**src/rtl/aes_pkg.sv**
```systemverilog
`default_nettype none
// +----------------------------------------------------------------------+
// | aes_pkg : shared AES-128 constants, round-constant and S-box helpers |
// | Revision: 1.0                                                        |
// +----------------------------------------------------------------------+
package aes_pkg;

    localparam int NK   = 4;
    localparam int NB   = 4;
    localparam int NR   = 10;
    localparam int RK_W = 128;

    typedef enum logic [1:0] {
        IDLE   = 2'd0,
        EXPAND = 2'd1,
        EMIT   = 2'd2
    } state_e;

    function automatic logic [31:0] rcon(input logic [3:0] idx);
        logic [7:0] rc;
        case (idx)
            4'd1:    rc = 8'h01;
            4'd2:    rc = 8'h02;
            4'd3:    rc = 8'h04;
            4'd4:    rc = 8'h08;
            4'd5:    rc = 8'h10;
            4'd6:    rc = 8'h20;
            4'd7:    rc = 8'h40;
            4'd8:    rc = 8'h80;
            4'd9:    rc = 8'h1b;
            4'd10:   rc = 8'h36;
            default: rc = 8'h00;
        endcase
        return {rc, 24'h000000};
    endfunction

    function automatic logic [7:0] gf_mul(input logic [7:0] a, input logic [7:0] b);
        logic [7:0] p;
        logic [7:0] x;
        p = 8'h00;
        x = a;
        for (int i = 0; i < 8; i++) begin
            if (b[i]) p = p ^ x;
            x = {x[6:0], 1'b0} ^ (x[7] ? 8'h1b : 8'h00);
        end
        return p;
    endfunction

    // S-box computed as GF(2^8) inverse (x^254) followed by the affine map.
    function automatic logic [7:0] sbox(input logic [7:0] b);
        logic [7:0] sq;
        logic [7:0] inv;
        sq  = b;
        inv = 8'h01;
        for (int i = 1; i < 8; i++) begin
            sq  = gf_mul(sq, sq);
            inv = gf_mul(inv, sq);
        end
        return inv ^ {inv[6:0], inv[7]} ^ {inv[5:0], inv[7:6]}
                   ^ {inv[4:0], inv[7:5]} ^ {inv[3:0], inv[7:4]} ^ 8'h63;
    endfunction

endpackage
`default_nettype wire

```
**src/rtl/aes_key_step.sv**
```systemverilog
`default_nettype none
// +----------------------------------------------------------------------+
// | aes_key_step : one forward or inverse AES-128 key-schedule step      |
// | Revision: 1.0                                                        |
// +----------------------------------------------------------------------+
module aes_key_step
    import aes_pkg::*;
(
    input  logic [127:0] w_in,
    input  logic [31:0]  rc,
    input  logic         inv,
    output logic [127:0] w_out
);

    logic [31:0] w0, w1, w2, w3;
    logic [31:0] sub_in, rot, sub, t;

    assign w0 = w_in[127:96];
    assign w1 = w_in[95:64];
    assign w2 = w_in[63:32];
    assign w3 = w_in[31:0];

    // The inverse step recovers the old w3 as w3^w2 before SubWord, so one S-box row serves both.
    assign sub_in = inv ? (w3 ^ w2) : w3;
    assign rot    = {sub_in[23:0], sub_in[31:24]};

    for (genvar i = 0; i < 4; i++) begin : g_sbox
        assign sub[i*8 +: 8] = sbox(rot[i*8 +: 8]);
    end

    assign t = sub ^ rc;

    always_comb begin
        w_out = '0;
        if (inv) begin
            w_out[127:96] = w0 ^ t;
            w_out[95:64]  = w1 ^ w0;
            w_out[63:32]  = w2 ^ w1;
            w_out[31:0]   = w3 ^ w2;
        end else begin
            w_out[127:96] = w0 ^ t;
            w_out[95:64]  = w1 ^ w0 ^ t;
            w_out[63:32]  = w2 ^ w1 ^ w0 ^ t;
            w_out[31:0]   = w3 ^ w2 ^ w1 ^ w0 ^ t;
        end
    end

endmodule
`default_nettype wire

```
**src/rtl/aes_inv_key_schedule.sv**
```systemverilog
`default_nettype none
// +----------------------------------------------------------------------+
// | aes_inv_key_schedule : AES-128 round keys 10..0 for decryption       |
// | Revision: 1.0                                                        |
// +----------------------------------------------------------------------+
module aes_inv_key_schedule
    import aes_pkg::state_e, aes_pkg::IDLE, aes_pkg::EXPAND, aes_pkg::EMIT,
           aes_pkg::rcon, aes_pkg::RK_W;
#(
    parameter int NR = 10
) (
    input  logic            clk,
    input  logic            rst_n,
    input  logic            start,
    input  logic [RK_W-1:0] key,
    output logic            busy,
    output logic            rk_valid,
    input  logic            rk_ready,
    output logic [RK_W-1:0] rk,
    output logic [3:0]      rk_round,
    output logic            rk_last,
    output logic            done
);

    state_e          state, state_n;
    logic [RK_W-1:0] cur, cur_n, step_out;
    logic [3:0]      rnd, rnd_n;
    logic            done_n;
    logic            step_inv;

    aes_key_step u_step (
        .w_in  (cur),
        .rc    (rcon(rnd)),
        .inv   (step_inv),
        .w_out (step_out)
    );

    always_ff @(posedge clk or negedge rst_n) begin
        if (!rst_n) begin
            state <= IDLE;
            cur   <= '0;
            rnd   <= '0;
            done  <= 1'b0;
        end else begin
            state <= state_n;
            cur   <= cur_n;
            rnd   <= rnd_n;
            done  <= done_n;
        end
    end

    always_comb begin
        state_n  = state;
        cur_n    = cur;
        rnd_n    = rnd;
        done_n   = 1'b0;
        step_inv = 1'b0;
        case (state)
            IDLE: begin
                if (start) begin
                    cur_n   = key;
                    rnd_n   = 4'd1;
                    state_n = EXPAND;
                end
            end
            EXPAND: begin
                cur_n = step_out;
                if (rnd == 4'(NR)) begin
                    state_n = EMIT;
                end else begin
                    rnd_n = rnd + 4'd1;
                end
            end
            EMIT: begin
                // rcon(rnd) is the constant that produced key rnd, so it also undoes it.
                step_inv = 1'b1;
                if (rk_ready) begin
                    if (rnd != 4'd0) begin
                        cur_n = step_out;
                        rnd_n = rnd - 4'd1;
                    end else begin
                        state_n = IDLE;
                        done_n  = 1'b1;
                    end
                end
            end
            default: state_n = IDLE;
        endcase
    end

    assign busy     = (state != IDLE);
    assign rk_valid = (state == EMIT);
    assign rk       = rk_valid ? cur : '0;
    assign rk_round = rk_valid ? rnd : 4'd0;
    assign rk_last  = rk_valid && (rnd == 4'd0);

endmodule
`default_nettype wire

```
**config.mk**
```make
export PLATFORM = sky130hd
export DESIGN_NAME = aes_inv_key_schedule
export DESIGN_NICKNAME = d
export VERILOG_FILES = /design/src/rtl/aes_pkg.sv /design/src/rtl/aes_key_step.sv /design/src/rtl/aes_inv_key_schedule.sv
export SDC_FILE = /design/constraint.sdc
export NUM_CORES = 2
export LEC_CHECK = 0
export CAP_MARGIN = 15
export CORE_UTILIZATION = 66
export DETAILED_ROUTE_END_ITERATION = 10
export PLACE_DENSITY = 0.85
export SLEW_MARGIN = 40
export SYNTH_ARGS = -nofsm -noshare
export SYNTH_HDL_FRONTEND = slang
export SYNTH_SLANG_ARGS = --single-unit
```
**constraint.sdc**
```tcl
create_clock -name clk -period 41.1 [get_ports clk]
set_input_delay 8.22 -clock clk [delete_from_list [all_inputs] [get_ports clk]]
set_output_delay 8.22 -clock clk [all_outputs]
set_load 0.02 [all_outputs]
```
==> results.toml <==
[status]
status = "complete, no violations"

[timing]
slew-limit-headroom_pct = 36.86
finalCriticalPeriod_ps = 22060
tightest_slew_ps = 940.3
setup_viol = 0
drv_slew = 0
rsz0062_at_grt = "false"
setup-tns-final_ps = 0
hold_viol = 0
post-route-period-util_pct = 53.68
hold_ws_ps = 532.0
max_freq_mhz = 45.33
skew_ps = 20.12

[clock_tree]
cts.sinks = 135
post_cts_buffers = 0
insertion_delay_ps = 520
cts_tree = "done"
cts_buffers = 17
cts.clk_slew.worst_paths_ps = 80
clockBufferDepth = 2
holdBufCountCts = 0
cts_resized = 0
h-tree-depth = 4
root_buffer = "clkbuf_16"

[worst_setup_path]
start_kind = "flop"
crit_arrival_ps = 22430
path_buf_inv = 6
cp.required_ps = 41470
r2r_start = "state[0]$_DFFE_PN0P_"
crit_family = "XOR/XNOR gates"
path_common_cell = "xnor2_1"
critical-path-slowest-cell = "xor3_1"
reg2reg_to = "cur[94]$_DFFE_PN0P_"
crit_start = "state[0]$_DFFE_PN0P_"
worst_setup_path_end_kind = "flop"
rrSetupSlack_ps = 19040
r2r_cells = 68
crit_fanout = 40
crit_type = "reg2reg"
slowest_delay_ps = 720

[logic_synthesis]
synth_cell_types = 132
async_reset_ff_share_pct = 100.0
yosysWarnings = 0
synthesis.nets = 9353
synth-main-ff-cell = "dfrtp_1"
avgSynthCellArea_sq_um = 7.340
syn_area_sq_um = 67450
ys_seq_elements = 135
ys_seq_area_share_pct = 5.009
synth_top_area_share_pct = 22.74
synth-edff-count = 0
synthCells = 9189
yosys-top-cells-area = "xnor2_1 (23%), xnor3_1 (8.7%), xor2_1 (7.9%), nor2_1 (6.9%), dfrtp_1 (5.0%)"
yosysTopAreaCell = "xnor2_1"

[cells_and_area]
fin_nets = 9220
final_common_cell = "xnor2_1"
final_cell_area_sq_um = 72170
final_cell_mix = "xnor2_1 (1664), nor2_1 (1238), nand2_1 (885)"
layout-drive-gt1-share_pct = 8.049
utilization_pct = 71.65
syn_to_final_growth_pct = 7.003

[die]
core_sq_um = 100700
fp.dieW_microns = 321.7
initial_core_util_pct = 66.96
die_area_sq_um = 103500
die_y_microns = 321.7
ios = 268
std_cell_rows = 116

[route]
first_pass_iters = 6
wirelength_microns = 218500
wl_per_cell_microns = 20.94
vias = 68191
vias_per_cell = 6.537
drt_iter0_drc = 8457
drc = 0
final_antenna_net_count = 0

[hold_path]
holdPathEnd = "cur[117]$_DFFE_PN0P_"
holdCritPathClass = "reg2reg"
hold_depth = 2
min_from = "cur[117]$_DFFE_PN0P_"

[global_route]
grt_pass1_wl_microns = 343900
antenna_found_initial = 11
gr-total-overflow = 0
grt_use_total_pct = 40.50
grt_pass1_vias = 63185
grt_max_degree = 86

[flow_run]
max_cap_viol_count = 0

[place]
finalWeightedCongestion = 1.015
portBuffers = 267
hpwlAfterDp_microns = 160500
placed_area_sq_um = 71270
layer usage:
| layer | routed length, microns | global-route usage [%] | up-vias |
|---|---|---|---|
| li1 | - | - | 31302 |
| met3 | 23160 | 6.973 | 760 |
| met5 | 93 | 0 | - |
| met1 | 85030 | 52.63 | 31965 |
| met4 | 12330 | 21.64 | 14 |
| met2 | 97840 | 63.92 | 4150 |
logic make-up after synthesis:
| family | synth area share (%) |
|---|---|
| simple gates | 20.92 |
| fa+ha+maj | 0.6196 |
| flops | 5.009 |
| buf+inv | 5.339 |
| mux | 4.244 |
| xor+xnor | 44.96 |
| compound gates | 18.91 |
worst register-to-register path: cells and delay by family (launching register included):
kind            cells  cell delay, ps
compound gates     23            6220
xor+xnor           18            6850
fa+ha+maj           5            2430
buf+inv             6            1560
flops               1             410
mux                 2             650
simple gates       14            3830
sequential cells by signal, summed over array words and instances, names as in the netlist:
register  cells
cur         128
done          1
rnd           4
state         2
cell type report:
cell class	instances	area, sq um
Sequential cell	135	3378
Timing Repair Buffer	514	4564
Tap cell	1357	1698
Clock buffer	17	425.4
Fill cell	8220	28550
Multi-Input combinational cell	8267	61460
Antenna cell	5	12.51
Inverter	121	455.4
Clock inverter	15	173.9
Yosys cell counts, types with 105 or more instances:
master,count
inv_1,105
xor2_1,607
o22ai_1,226
dfrtp_1,135
nand3_1,233
and2_1,139
mux2i_1,241
nor3_1,193
clkbuf_1,433
xnor3_1,261
a21oi_1,532
xnor2_2,106
o21ai_0,456
xnor2_1,1751
nor2_1,1239
nand2_1,886
worst max-delay path by stage:
stage | to | slack [ps] | cells past startpoint
after floorplan | cur[31]$_DFFE_PN0P_ | 22770 | 77
after global placement | cur[31]$_DFFE_PN0P_ | 19540 | 65
after detailed placement | cur[31]$_DFFE_PN0P_ | 19380 | 68
after CTS | cur[31]$_DFFE_PN0P_ | 19340 | 68
after global routing | cur[94]$_DFFE_PN0P_ | 17530 | 68
final | cur[94]$_DFFE_PN0P_ | 19040 | 68
metrics by stage:
step,setup WS [ps],std cells
3_3_place_gp,19540,10392
2_1_floorplan,22770,9189
5_1_grt,17530,10430
4_1_cts,19340,10425
3_5_place_dp,19380,10393
6_report,19040,10431
Power is not shown: default switching activity piles up to over one toggle a cycle in this logic, so the estimate is an artifact.
